[config.mk]
export PLATFORM = sky130hd
export DESIGN_NAME = pc_gen
export DESIGN_NICKNAME = d
export VERILOG_FILES = /design/src/rtl/mips_pkg.sv /design/src/rtl/pc_ras.sv /design/src/rtl/pc_gen.sv
export SDC_FILE = /design/constraint.sdc
export NUM_CORES = 1
export LEC_CHECK = 0
export BUFFER_PORTS_ARGS = -buffer_cell sky130_fd_sc_hd__buf_4
export CORE_UTILIZATION = 29
export DETAILED_ROUTE_END_ITERATION = 8
export GPL_TIMING_DRIVEN = 1
export PLACE_DENSITY = 0.42
export SYNTH_ARGS = -nofsm -noshare
export SYNTH_HDL_FRONTEND = slang
export SYNTH_HIERARCHICAL = 1
export SYNTH_SLANG_ARGS = --single-unit
[constraint.sdc]
create_clock -name clk_i -period 4.8 [get_ports clk_i]
set_input_delay 0 -clock clk_i [delete_from_list [all_inputs] [get_ports clk_i]]
set_output_delay 0 -clock clk_i [all_outputs]
set_load 0.02 [all_outputs]
[src/rtl/mips_pkg.sv]
// Shared MIPS front-end definitions: default address map and next-PC source encoding.
package mips_pkg;

  localparam int unsigned AW_DEF        = 32;
  localparam int unsigned RAS_DEPTH_DEF = 4;
  localparam logic [31:0] RESET_VEC_DEF = 32'h0000_3000;
  localparam logic [31:0] EXC_VEC_DEF   = 32'h0000_4180;

  typedef enum logic [2:0] {
    NPC_EXC,
    NPC_HOLD,
    NPC_RAS,
    NPC_REDIR,
    NPC_SEQ
  } npc_src_e;

endpackage

[src/rtl/pc_ras.sv]
// Circular return-address stack; a push when full overwrites the oldest entry.
module pc_ras #(
  parameter int unsigned DW    = 30,
  parameter int unsigned DEPTH = 4
) (
  input  logic          clk_i,
  input  logic          rst_ni,
  input  logic          push_i,
  input  logic          pop_i,
  input  logic [DW-1:0] push_data_i,
  output logic [DW-1:0] top_o,
  output logic          empty_o
);

  localparam int unsigned PTRW = $clog2(DEPTH);
  localparam int unsigned CNTW = PTRW + 1;

  logic [DW-1:0]   mem_q [DEPTH];
  logic [PTRW-1:0] wr_ptr_q, wr_ptr_d, top_ptr, wr_slot;
  logic [CNTW-1:0] cnt_q, cnt_d;
  logic            full, do_pop;

  assign top_ptr = wr_ptr_q - PTRW'(1);
  assign empty_o = (cnt_q == '0);
  assign full    = (cnt_q == CNTW'(DEPTH));
  assign do_pop  = pop_i & ~empty_o;
  assign top_o   = mem_q[top_ptr];
  // Pop+push replaces the current top in place.
  assign wr_slot = do_pop ? top_ptr : wr_ptr_q;

  always_comb begin
    wr_ptr_d = wr_ptr_q;
    cnt_d    = cnt_q;
    if (do_pop && !push_i) begin
      wr_ptr_d = top_ptr;
      cnt_d    = cnt_q - CNTW'(1);
    end else if (push_i && !do_pop) begin
      wr_ptr_d = wr_ptr_q + PTRW'(1);
      if (!full) cnt_d = cnt_q + CNTW'(1);
    end
  end

  always_ff @(posedge clk_i or negedge rst_ni) begin
    if (!rst_ni) begin
      wr_ptr_q <= '0;
      cnt_q    <= '0;
    end else begin
      wr_ptr_q <= wr_ptr_d;
      cnt_q    <= cnt_d;
    end
  end

  always_ff @(posedge clk_i) begin
    if (push_i) mem_q[wr_slot] <= push_data_i;
  end

endmodule

[src/rtl/pc_gen.sv]
// Program counter with exception, RAS-predicted return, redirect and sequential next-PC selection.
module pc_gen
  import mips_pkg::*;
#(
  parameter int unsigned    AW        = AW_DEF,
  parameter logic [AW-1:0]  RESET_VEC = AW'(RESET_VEC_DEF),
  parameter logic [AW-1:0]  EXC_VEC   = AW'(EXC_VEC_DEF),
  parameter int unsigned    RAS_DEPTH = RAS_DEPTH_DEF
) (
  input  logic          clk_i,
  input  logic          rst_ni,
  input  logic          pc_wr_i,
  input  logic          exc_valid_i,
  input  logic          redirect_valid_i,
  input  logic [AW-3:0] redirect_pc_i,
  input  logic          call_i,
  input  logic          ret_i,
  input  logic          fetch_ready_i,
  output logic          fetch_valid_o,
  output logic [AW-3:0] pc_o,
  output logic [AW-3:0] epc_o,
  output logic          ras_empty_o
);

  localparam int unsigned PW = AW - 2;

  logic [PW-1:0] pc_q, pc_d, epc_q, epc_d, seq, ras_top;
  logic          fetch_valid_q, xfer, ras_push, ras_pop;
  npc_src_e      npc_src;

  assign xfer = fetch_valid_q & fetch_ready_i;
  assign seq  = pc_q + PW'(1);

  pc_ras #(
    .DW    (PW),
    .DEPTH (RAS_DEPTH)
  ) u_ras (
    .clk_i       (clk_i),
    .rst_ni      (rst_ni),
    .push_i      (ras_push),
    .pop_i       (ras_pop),
    .push_data_i (seq),
    .top_o       (ras_top),
    .empty_o     (ras_empty_o)
  );

  // Exception beats stall; stall beats any redirect; redirects win even without a transfer.
  always_comb begin
    npc_src  = NPC_HOLD;
    ras_push = 1'b0;
    ras_pop  = 1'b0;
    if (exc_valid_i) begin
      npc_src = NPC_EXC;
    end else if (!pc_wr_i) begin
      npc_src = NPC_HOLD;
    end else if (redirect_valid_i) begin
      ras_push = call_i;
      if (ret_i && !ras_empty_o) begin
        npc_src = NPC_RAS;
        ras_pop = 1'b1;
      end else begin
        npc_src = NPC_REDIR;
      end
    end else if (xfer) begin
      npc_src = NPC_SEQ;
    end
  end

  always_comb begin
    pc_d  = pc_q;
    epc_d = epc_q;
    case (npc_src)
      NPC_EXC: begin
        pc_d  = EXC_VEC[AW-1:2];
        epc_d = pc_q;
      end
      NPC_RAS:   pc_d = ras_top;
      NPC_REDIR: pc_d = redirect_pc_i;
      NPC_SEQ:   pc_d = seq;
      default:   pc_d = pc_q;
    endcase
  end

  always_ff @(posedge clk_i or negedge rst_ni) begin
    if (!rst_ni) begin
      pc_q          <= RESET_VEC[AW-1:2];
      epc_q         <= '0;
      fetch_valid_q <= 1'b0;
    end else begin
      pc_q          <= pc_d;
      epc_q         <= epc_d;
      fetch_valid_q <= 1'b1;
    end
  end

  assign pc_o          = pc_q;
  assign epc_o         = epc_q;
  assign fetch_valid_o = fetch_valid_q;

endmodule
==> run_results.csv, run 1 <==
group,metric,value,unit
routing,drc,0,
timing,setup_tns,0,ns
synthesis,synth_nets,617,
place,dp_hpwl,14.9,mm
cts,clkTransAtPathRegs,0.07,ns
worst_hold_path,hold_depth,5,
worst_setup_path,crit_fanout,21,
cts,post_cts_buffers,0,
timing,post-route-period-util,64.7,%
power_and_ir_drop,power.total,4.46,mW
worst_setup_path,arrival,3.22,ns
place,port_buffers,99,
worst_setup_path,crit_type,"reg -> reg",
power_and_ir_drop,power_density,436,nW/um^2
cells_and_area,fillerInstances,2737,
synthesis,synth_seq_cells,186,
worst_setup_path,critPathSlowestCell,"o22ai_2",
cells_and_area,nets,726,
worst_setup_path,startpoint_type,"flip-flop",
grt,grt_usage,16.9,%
grt,grt_pass1_wl,35.5,mm
cells_and_area,insertedDiodeCount,0,
synthesis,syn_avg_cell_area,14.5,sq um
grt,grt_max_degree,67,
worst_setup_path,critPathMaxStageDelay,0.82,ns
worst_setup_path,reg2regPathDepth,8,
die,die_area,29400,sq um
routing,dr_total_vias,5294,
timing,fmax,0.322,GHz
routing,dr.pass1.iters,5,
outcome,status,"completed",
cells_and_area,multiInputGateArea,2820,sq um
synthesis,synth_flop_cell,"edfxtp_1",
synthesis,synthArstFlopShare,35.5,%
cts,cts.htree.levels,4,
synthesis,synth-edff-count,120,
die,start_util,29.7,%
routing,final_antenna_net_count,0,
synthesis,netlist_area,8320,sq um
cells_and_area,drive_above_1_share,31.1,%
cells_and_area,syn2layout_area_growth,23.1,%
synthesis,synth_top_area_share,43.3,%
cells_and_area,regArea,5260,sq um
cts,cts-root-buf,"clkbuf_16",
cells_and_area,final_cell_mix,"120 x edfxtp_1, 109 x buf_4, 63 x nand2_1",
synthesis,synth_area_leader_cell,"edfxtp_1",
worst_setup_path,cp.required,4.92,ns
grt,grt_antenna_before_repair,0,
power_and_ir_drop,ir_worst_vdd,177,uV
synthesis,yosys-top-cells-area,"edfxtp_1 43%, dfrtp_1 19%, mux4_2 7.0%, mux2_2 4.2%, nand2_1 2.8%",
synthesis,yosys_warnings,6,
timing,final_max_slew_viol_count,0,
cells_and_area,layout_commonest_cell,"edfxtp_1",
timing,tightest_slew,1.09,ns
routing,routed_via_density,4.92,
worst_hold_path,hold_class,"in -> reg",
timing,finClkSkew,0.0109,ns
timing,fin_crit,3.10,ns
worst_setup_path,path_cells,"nor3_1, nand2b_1, buf_4, nor2_1, o31ai_2, nand2_1, o22ai_2, buf_12",
die,rows,61,
cts,cts_max_path_buffers,2,
place,place_congestion,0.770,
timing,slew_headroom,27.0,%
synthesis,seq_area_frac_synth,63.2,%
die,ioPinCount,100,
die,core-area,28000,sq um
routing,wl_per_cell,22.0,um
cells_and_area,layoutNonFillerInstCount,1075,
synthesis,syn_inst,575,
worst_setup_path,end_kind,"flip-flop",
die,die_h,171,um
job,max_cap_violations,0,
power_and_ir_drop,p_leak,4.01,nW
grt,first_global_vias,5372,
timing,hold_violations,0,
routing,drt-initial-drc-count,314,
cts,clk_latency,0.43,ns
place,placed_cells,1022,
cts,cts_tree,"done",
timing,setup_viol,0,
routing,routed_wl,23.6,mm
timing,rsz0062_at_grt,"no",
cts,cts_made_buffers,17,
cts,clock-sinks,186,
die,fp.dieW,171,um
grt,grt_overflow,0,
synthesis,synth.distinct_cells,53,
## through the flow
stage	hold WS, ns	utilization (%)	setup WS, ns	area (sq um)
3_3_place_gp	0.239	33.7	1.70	9430
3_5_place_dp	0.238	33.7	1.67	9430
2_1_floorplan	-0.296	-	1.06	8320
6_report	0.0269	36.6	1.70	10200
5_1_grt	0.0440	36.6	1.52	10200
4_1_cts	0.00105	36.6	1.65	10200
## layout make-up
type	instances	share of cell area (%)
Tap cell	378	4.62
Multi-Input combinational cell	338	27.5
Sequential cell	186	51.4
Clock inverter	5	0.550
Inverter	10	0.366
Timing Repair Buffer	131	10.2
Clock buffer	27	5.33
## flip-flops by register name (all words and copies together), names as in the netlist
register and cells:
pc_o 30, fetch_valid_o 1, u_ras/mem_q 120, epc_o 30
u_ras/cnt_q 3, u_ras/wr_ptr_q 2
## synthesized netlist by cell type, types with 11 or more instances
cell / count
mux2i_1: 11
clkbuf_1: 18
nor2_1: 13
xnor2_1: 23
mux4_2: 26
edfxtp_1: 120
mux2_2: 31
dfrtp_1: 64
a21oi_1: 36
o21ai_0: 17
nand3_1: 19
nand2_1: 63
## what timing repair did
| action | CTS | global route |
|---|---|---|
| endpoints found under the hold margin | 84 | 0 |
| hold buffers | 21 | 0 |
| resized for setup | 0 | 0 |
## power breakdown
part	internal [mW]	switching, mW	total, mW	leakage (nW)
clock	0.834	0.588	1.42	0.294
sequential	1.84	0.249	2.09	1.96
combinational	0.483	0.468	0.951	1.75
## per-layer routing
metal | share of wire [%] | track usage [%] | vias to the layer above
met5 | 0 | 0 | -
met2 | 48 | 26.5 | 123
met3 | 3.0 | 2.12 | 16
met4 | 1.1 | 4.77 | 0
met1 | 48 | 24.6 | 2766
li1 | - | - | 2389
## final timing paths
kind / from / endpoint / slack, ns
worst max-delay path: u_ras/cnt_q[1] / u_ras/mem_q[3][16] / 1.70
min in group asynchronous: rst_ni / u_ras/wr_ptr_q[0] / 0.30
max in group asynchronous: rst_ni / u_ras/wr_ptr_q[1] / 3.83
worst min-delay path: redirect_pc_i[16] / pc_o[16] / 0.03
worst max register to register: u_ras/cnt_q[1] / u_ras/mem_q[3][16] / 1.70
worst min register to register: epc_o[3] / epc_o[3] / 0.51
## critical path, delay by kind of cell, from the launching register on
family	cells	cell delay, ns
compound gates	2	0.92
simple gates	4	0.82
buf+inv	2	0.59
flops	1	0.45
## logic make-up (layout without fill, tap and decap cells)
kind of cell	after synthesis	after routing	synth area share, %
other	1	1	0.0451
buffers and inverters	51	173	3.26
AOI/OAI and AO/OA	84	84	6.47
muxes	72	72	13.8
and+or+nand+nor	145	145	9.26
DFF	186	186	63.2
adders and majority gates	4	4	0.601
xor gates and xnor gates	32	32	3.37
Power figures use the tool's default switching activity.
==> run 2, diff against run 1 <==
- ABC_AREA: not set -> 1
- PLACE_DENSITY: 0.42 -> 0.41
- clock period: 4.8 -> 3.1 ns (I/O delays scaled with it)
==> run 2 against run 1 <==
Against the previous run: power up 59%; combinational power grew 100%; design area increased by 3.2%; cell count is 34% higher; die area increased by 2.6%; non-clock buffer count increased by 11; fmax increased by 19%; flip-flop and latch count unchanged; core utilization rose by 0.054 points; critical endpoint is now u_ras/mem_q[3][14]; largest power group unchanged.
==> run_results.csv, run 2 <==
group,metric,value,unit
outcome,status,"completed",
synthesis,synth_flop_cell,"edfxtp_1",
synthesis,synth_seq_cells,186,
cells_and_area,insertedDiodeCount,0,
worst_setup_path,crit_type,"reg -> reg",
synthesis,seq_area_frac_synth,61.5,%
place,placed_cells,1382,
place,port_buffers,99,
synthesis,yosys-top-cells-area,"edfxtp_1 42%, dfrtp_1 19%, nand2_1 14%, nor2_1 5.4%, a21oi_1 2.7%",
synthesis,synthArstFlopShare,35.5,%
timing,post-route-period-util,84.4,%
job,max_cap_violations,0,
place,place_congestion,0.788,
cells_and_area,nets,1090,
die,start_util,29.6,%
die,core-area,28900,sq um
timing,setup_viol,0,
timing,finClkSkew,0.0204,ns
cts,cts_made_buffers,17,
die,die_area,30100,sq um
timing,hold_violations,0,
power_and_ir_drop,ir_worst_vdd,333,uV
worst_setup_path,cp.required,3.15,ns
synthesis,synth-edff-count,120,
grt,grt_overflow,0,
synthesis,synth_fa_ha_area_share,0.586,%
grt,grt_usage,17.6,%
cts,cts_tree,"done",
cts,clkTransAtPathRegs,0.07,ns
cells_and_area,layout_commonest_cell,"nand2_1",
power_and_ir_drop,clkPwrFrac,29.1,%
worst_setup_path,critPathMaxStageDelay,0.79,ns
cells_and_area,layoutNonFillerInstCount,1445,
cts,cts_max_path_buffers,2,
grt,grt_pass1_wl,39.4,mm
timing,finalWorstSetupSlack,0.483,ns
grt,grt_max_degree,67,
cells_and_area,final_cell_mix,"315 x nand2_1, 120 x edfxtp_1, 119 x nor2_1",
power_and_ir_drop,pwr-share-seq,43.8,%
timing,final_max_slew_viol_count,0,
cells_and_area,drive_above_1_share,16.5,%
power_and_ir_drop,p_int,4.59,mW
routing,routed_wl,25.4,mm
routing,drc,0,
timing,fin_crit,2.62,ns
timing,holdWs,0.00534,ns
power_and_ir_drop,p_leak,4.38,nW
die,fp.dieW,174,um
worst_setup_path,arrival,2.67,ns
worst_setup_path,critPathSlowestCell,"nor2_4",
die,rows,62,
worst_setup_path,path_cells,"inv_1, nand2_1, inv_1, nor2_1, inv_1, nor2_2, nand2_1, nand2_1, nand3_1, nor2_4",
synthesis,synth_compound_area_share,6.91,%
worst_setup_path,cp_top_family,"simple AND/OR/NAND/NOR gates",
routing,dr.pass1.iters,5,
timing,tightest_slew,0.993,ns
cts,clk_latency,0.44,ns
grt,grt_antenna_before_repair,0,
synthesis,yosys.area_share.simple,25.3,%
routing,routed_via_density,4.52,
grt,first_global_vias,6359,
timing,rsz0062_at_grt,"no",
cts,cts-root-buf,"clkbuf_16",
synthesis,syn_inst,919,
die,die_h,174,um
power_and_ir_drop,p_sw,2.51,mW
routing,drt-initial-drc-count,502,
worst_setup_path,crit_buf_inv,3,
routing,dr_total_vias,6526,
worst_setup_path,startpoint_type,"flip-flop",
synthesis,synth_top_area_share,42.2,%
synthesis,synth_area_leader_cell,"edfxtp_1",
synthesis,syn_avg_cell_area,9.30,sq um
place,dp_slack,0.416,ns
cells_and_area,largest_reg_flops,120,
cells_and_area,fillerInstances,2978,
cells_and_area,regMostFlops,"u_ras/mem_q",
cts,clock-sinks,186,
routing,wl_per_cell,17.6,um
routing,final_antenna_net_count,0,
power_and_ir_drop,power.total,7.10,mW
synthesis,synth_nets,961,
timing,fmax,0.382,GHz
worst_hold_path,hold_class,"in -> reg",
synthesis,synth.most_common_cell,"nand2_1",
synthesis,synthMuxAreaShare,0,%
worst_setup_path,end_kind,"flip-flop",
synthesis,synth.distinct_cells,32,
cells_and_area,syn2layout_area_growth,23.7,%
synthesis,synthTopCellsByCount,"315 x nand2_1, 123 x nor2_1, 120 x edfxtp_1, 64 x dfrtp_1, 47 x inv_1",
cts,cts.htree.levels,4,
power_and_ir_drop,combPwrFrac,27.1,%
timing,slew_headroom,33.7,%
worst_setup_path,crit_fanout,30,
synthesis,yosys_warnings,6,
cts,post_cts_buffers,0,
power_and_ir_drop,swShare,35.4,%
power_and_ir_drop,power_density,671,nW/um^2
die,ioPinCount,100,
synthesis,synth_top_family_by_area,"simple AND/OR/NAND/NOR gates",
place,dp_hpwl,17.7,mm
synthesis,synth-xor-area-share,1.13,%
synthesis,netlist_area,8540,sq um
run 2: cell count changes after synthesis, moves of 10 or more:
cell      delta
a21oi_1     +10
nor2_1     +110
mux4_2      -26
clkbuf_1    -12
o21ai_1     +14
o21ai_0     +28
inv_1       +37
xnor2_1     -17
mux2_2      -31
nand2_1    +252
nand3_1     +17
mux2i_1     -11
run 2: logic make-up (layout without fill, tap and decap cells):
| logic type | Yosys count | in the layout |
|---|---|---|
| AOI/OAI and AO/OA | 113 | 113 |
| xor gates and xnor gates | 11 | 11 |
| adders and majority gates | 4 | 4 |
| buffers and inverters | 85 | 227 |
| DFF | 186 | 186 |
| other | 1 | 1 |
| and+or+nand+nor | 519 | 519 |
run 2: layout make-up:
type                    instances  area (sq um)  share of cell area [%]
multi-input cells             648          2920                    27.6
inverters                      53           201                    1.91
well taps                     384           480                    4.55
clock inverters                14           113                    1.07
repair buffers                142          1170                    11.1
clock buffers                  18           429                    4.06
flip-flops and latches        186          5260                    49.8
run 2: layer usage:
layer	GRT usage (%)	share of wire, %
met1	26.3	52
met2	26.3	43
met3	3.05	3.9
met4	4.02	0.88
met5	0	0
run 2: path summary, 6_finish.rpt:
check / from / to / slack (ns) / depth (start not counted)
hold / removal: redirect_pc_i[12] / pc_o[12] / 0.005 / 5
setup reg to reg: u_ras/cnt_q[2] / u_ras/mem_q[3][14] / 0.48 / 10
min in group asynchronous: rst_ni / epc_o[2] / 0.24 / 2
setup / recovery: u_ras/cnt_q[2] / u_ras/mem_q[3][14] / 0.48 / 10
max in group asynchronous: rst_ni / pc_o[22] / 2.24 / 2
hold reg to reg: epc_o[8] / epc_o[8] / 0.48 / 2
run 2: timing repair:
item | 4_1_cts | 5_1_grt
hold endpoints to repair | 101 | 0
hold buffers | 31 | 0
resized for setup | 0 | 0
run 2: worst reg2reg max path: cells and delay by family (launching register included):
| kind | cells | cell delay (ns) |
|---|---|---|
| flip-flops | 1 | 0.44 |
| buffers and inverters | 3 | 0.21 |
| AND/OR/NAND/NOR | 7 | 1.60 |
run 2: power by group through the flow:
stage	clock network (mW)	registers, mW	logic, mW
6_report	2.06	3.11	1.92
5_1_grt	2.20	3.14	2.18
4_1_cts	2.12	3.11	1.97
3_5_place_dp	0	3.16	1.93
3_3_place_gp	0	3.16	1.93
2_1_floorplan	0	3.24	1.11
run 2: metrics by stage:
stage	TNS, ns	util, %	cell area (sq um)
after floorplan	-8.35	-	8540
after detailed placement	0	33.7	9720
after global placement	0	33.7	9720
final	0	36.6	10600
after global routing	0	36.6	10600
after CTS	0	36.6	10600
==> run 3, diff against run 2 <==
- clock period: 3.1 -> 2.7 ns (I/O delays scaled with it)
==> run 3 against run 2 <==
Against the previous run: largest cell class unchanged; via count barely moved; combinational power rose by 19%; flip-flop and latch count unchanged; critical endpoint is now u_ras/cnt_q[2].
==> run_results.csv, run 3 (synthesis gave the netlist of run 2 again) <==
group,metric,value,unit
routing,routed_wl,25.6,mm
power_and_ir_drop,power_density,784,nW/um^2
place,placed_cells,1388,
place,port_buffers,99,
cells_and_area,final_cell_mix,"315 x nand2_1, 120 x edfxtp_1, 118 x nor2_1",
timing,fin_crit,2.36,ns
timing,tightest_slew,0.910,ns
grt,grt_max_degree,67,
timing,finClkSkew,0.0214,ns
timing,fmax,0.423,GHz
worst_setup_path,crit_fanout,5,
die,start_util,29.6,%
die,fp.dieW,174,um
timing,post-route-period-util,87.6,%
worst_hold_path,hold_class,"in -> reg",
cells_and_area,syn2layout_area_growth,24.9,%
timing,setup_tns,0,ns
die,die_area,30100,sq um
worst_setup_path,end_kind,"flip-flop",
cells_and_area,layout_commonest_cell,"nand2_1",
cts,cts_made_buffers,17,
die,rows,62,
cells_and_area,regMostFlops,"u_ras/mem_q",
timing,hold_violations,0,
power_and_ir_drop,combPwrFrac,27.4,%
worst_setup_path,cp.required,3.03,ns
cts,cts_max_path_buffers,2,
routing,wl_per_cell,17.7,um
cts,cts.htree.levels,4,
worst_setup_path,arrival,2.69,ns
grt,grt_usage,17.4,%
job,max_cap_violations,0,
cells_and_area,insertedDiodeCount,0,
worst_setup_path,startpoint_type,"flip-flop",
timing,holdWs,0.0135,ns
grt,grt_antenna_before_repair,0,
timing,rsz0062_at_grt,"no",
grt,grt_pass1_wl,39.4,mm
routing,final_antenna_net_count,0,
timing,final_max_slew_viol_count,0,
cts,clkTransAtPathRegs,0.07,ns
routing,routed_via_density,4.49,
power_and_ir_drop,p_int,5.41,mW
routing,dr.pass1.iters,5,
worst_setup_path,crit_type,"reg -> reg",
timing,setup_viol,0,
timing,slew_headroom,39.3,%
cts,cts-root-buf,"clkbuf_16",
die,core-area,28900,sq um
power_and_ir_drop,clkPwrFrac,30.2,%
place,place_congestion,0.780,
outcome,status,"completed",
cells_and_area,fin_util,37.0,%
cells_and_area,largest_reg_flops,120,
worst_hold_path,hold_depth,5,
cells_and_area,layoutNonFillerInstCount,1452,
cts,clk_latency,0.44,ns
cells_and_area,nets,1097,
worst_setup_path,reg2regPathDepth,18,
timing,finalWorstSetupSlack,0.336,ns
grt,grt_overflow,0,
cts,cts_tree,"done",
routing,dr_total_vias,6525,
worst_setup_path,rrSetupSlack,0.34,ns
die,ioPinCount,100,
power_and_ir_drop,swShare,35.3,%
power_and_ir_drop,p_leak,4.45,nW
routing,drt-initial-drc-count,447,
routing,drc,0,
cts,clock-sinks,186,
power_and_ir_drop,ir_worst_vdd,298,uV
place,dp_slack,0.0591,ns
power_and_ir_drop,p_sw,2.95,mW
power_and_ir_drop,pwr-share-seq,42.5,%
place,dp_hpwl,17.7,mm
cells_and_area,drive_above_1_share,17.2,%
grt,first_global_vias,6460,
die,die_h,174,um
-- run 3: worst paths after layout --
path,startpoint,end
setup / recovery,u_ras/cnt_q[1],u_ras/cnt_q[2]
hold / removal,redirect_pc_i[12],pc_o[12]
setup reg to reg,u_ras/cnt_q[1],u_ras/cnt_q[2]
hold reg to reg,epc_o[7],epc_o[7]
max in group asynchronous,rst_ni,pc_o[18]
min in group asynchronous,rst_ni,epc_o[1]
-- run 3: through the flow --
stage	area, sq um	total power [mW]
2_1_floorplan	8540	5.00
3_3_place_gp	9760	5.90
3_5_place_dp	9760	5.89
4_1_cts	10700	8.46
5_1_grt	10700	8.83
6_report	10700	8.36
-- run 3: routing by layer --
metal | wire, um | up-vias | global-route usage, % | share of wire, %
met4 | 221 | 0 | 4.09 | 0.86
li1 | - | 3273 | - | -
met1 | 13300 | 3097 | 26.2 | 52
met3 | 1020 | 15 | 2.59 | 4.0
met2 | 11100 | 140 | 26.0 | 43
met5 | 0 | - | 0 | 0
-- run 3: power by group through the flow --
stage | Sequential (mW) | Clock [mW] | Combinational [mW]
4_1_cts | 3.55 | 2.57 | 2.33
2_1_floorplan | 3.72 | 0 | 1.28
3_3_place_gp | 3.61 | 0 | 2.28
3_5_place_dp | 3.61 | 0 | 2.28
6_report | 3.55 | 2.52 | 2.29
5_1_grt | 3.59 | 2.66 | 2.59
-- run 3: final cells by class --
type                            instances  area, sq um
Fill cell                            3014        18200
Tap cell                              384          480
Clock inverter                         15          159
Multi-Input combinational cell        649         2930
Inverter                               53          201
Sequential cell                       186         5260
Clock buffer                           17          425
Timing Repair Buffer                  148         1210
-- run 3: timing repair --
item                                    4_1_cts  5_1_grt
hold endpoints to repair                    101        0
gates resized for setup                       0        3
buffers inserted                              0        0
endpoints found under the setup margin        0       31
hold buffers                                 31        0
-- run 3: worst max-delay path: stages, from the launching register on --
cell and delay [ns]:
dfrtp_1 0.40, nor2_1 0.08, nand2_1 0.10, inv_1 0.07
nor2_2 0.15, inv_1 0.08, nor2_2 0.14, nand2_1 0.12
inv_1 0.09, buf_4 0.12, ha_2 0.24, xor2_1 0.09
ha_1 0.18, a21oi_1 0.15, inv_1 0.06, nand2_1 0.05
nand2_1 0.05, nand2_1 0.05, nand2_1 0.04
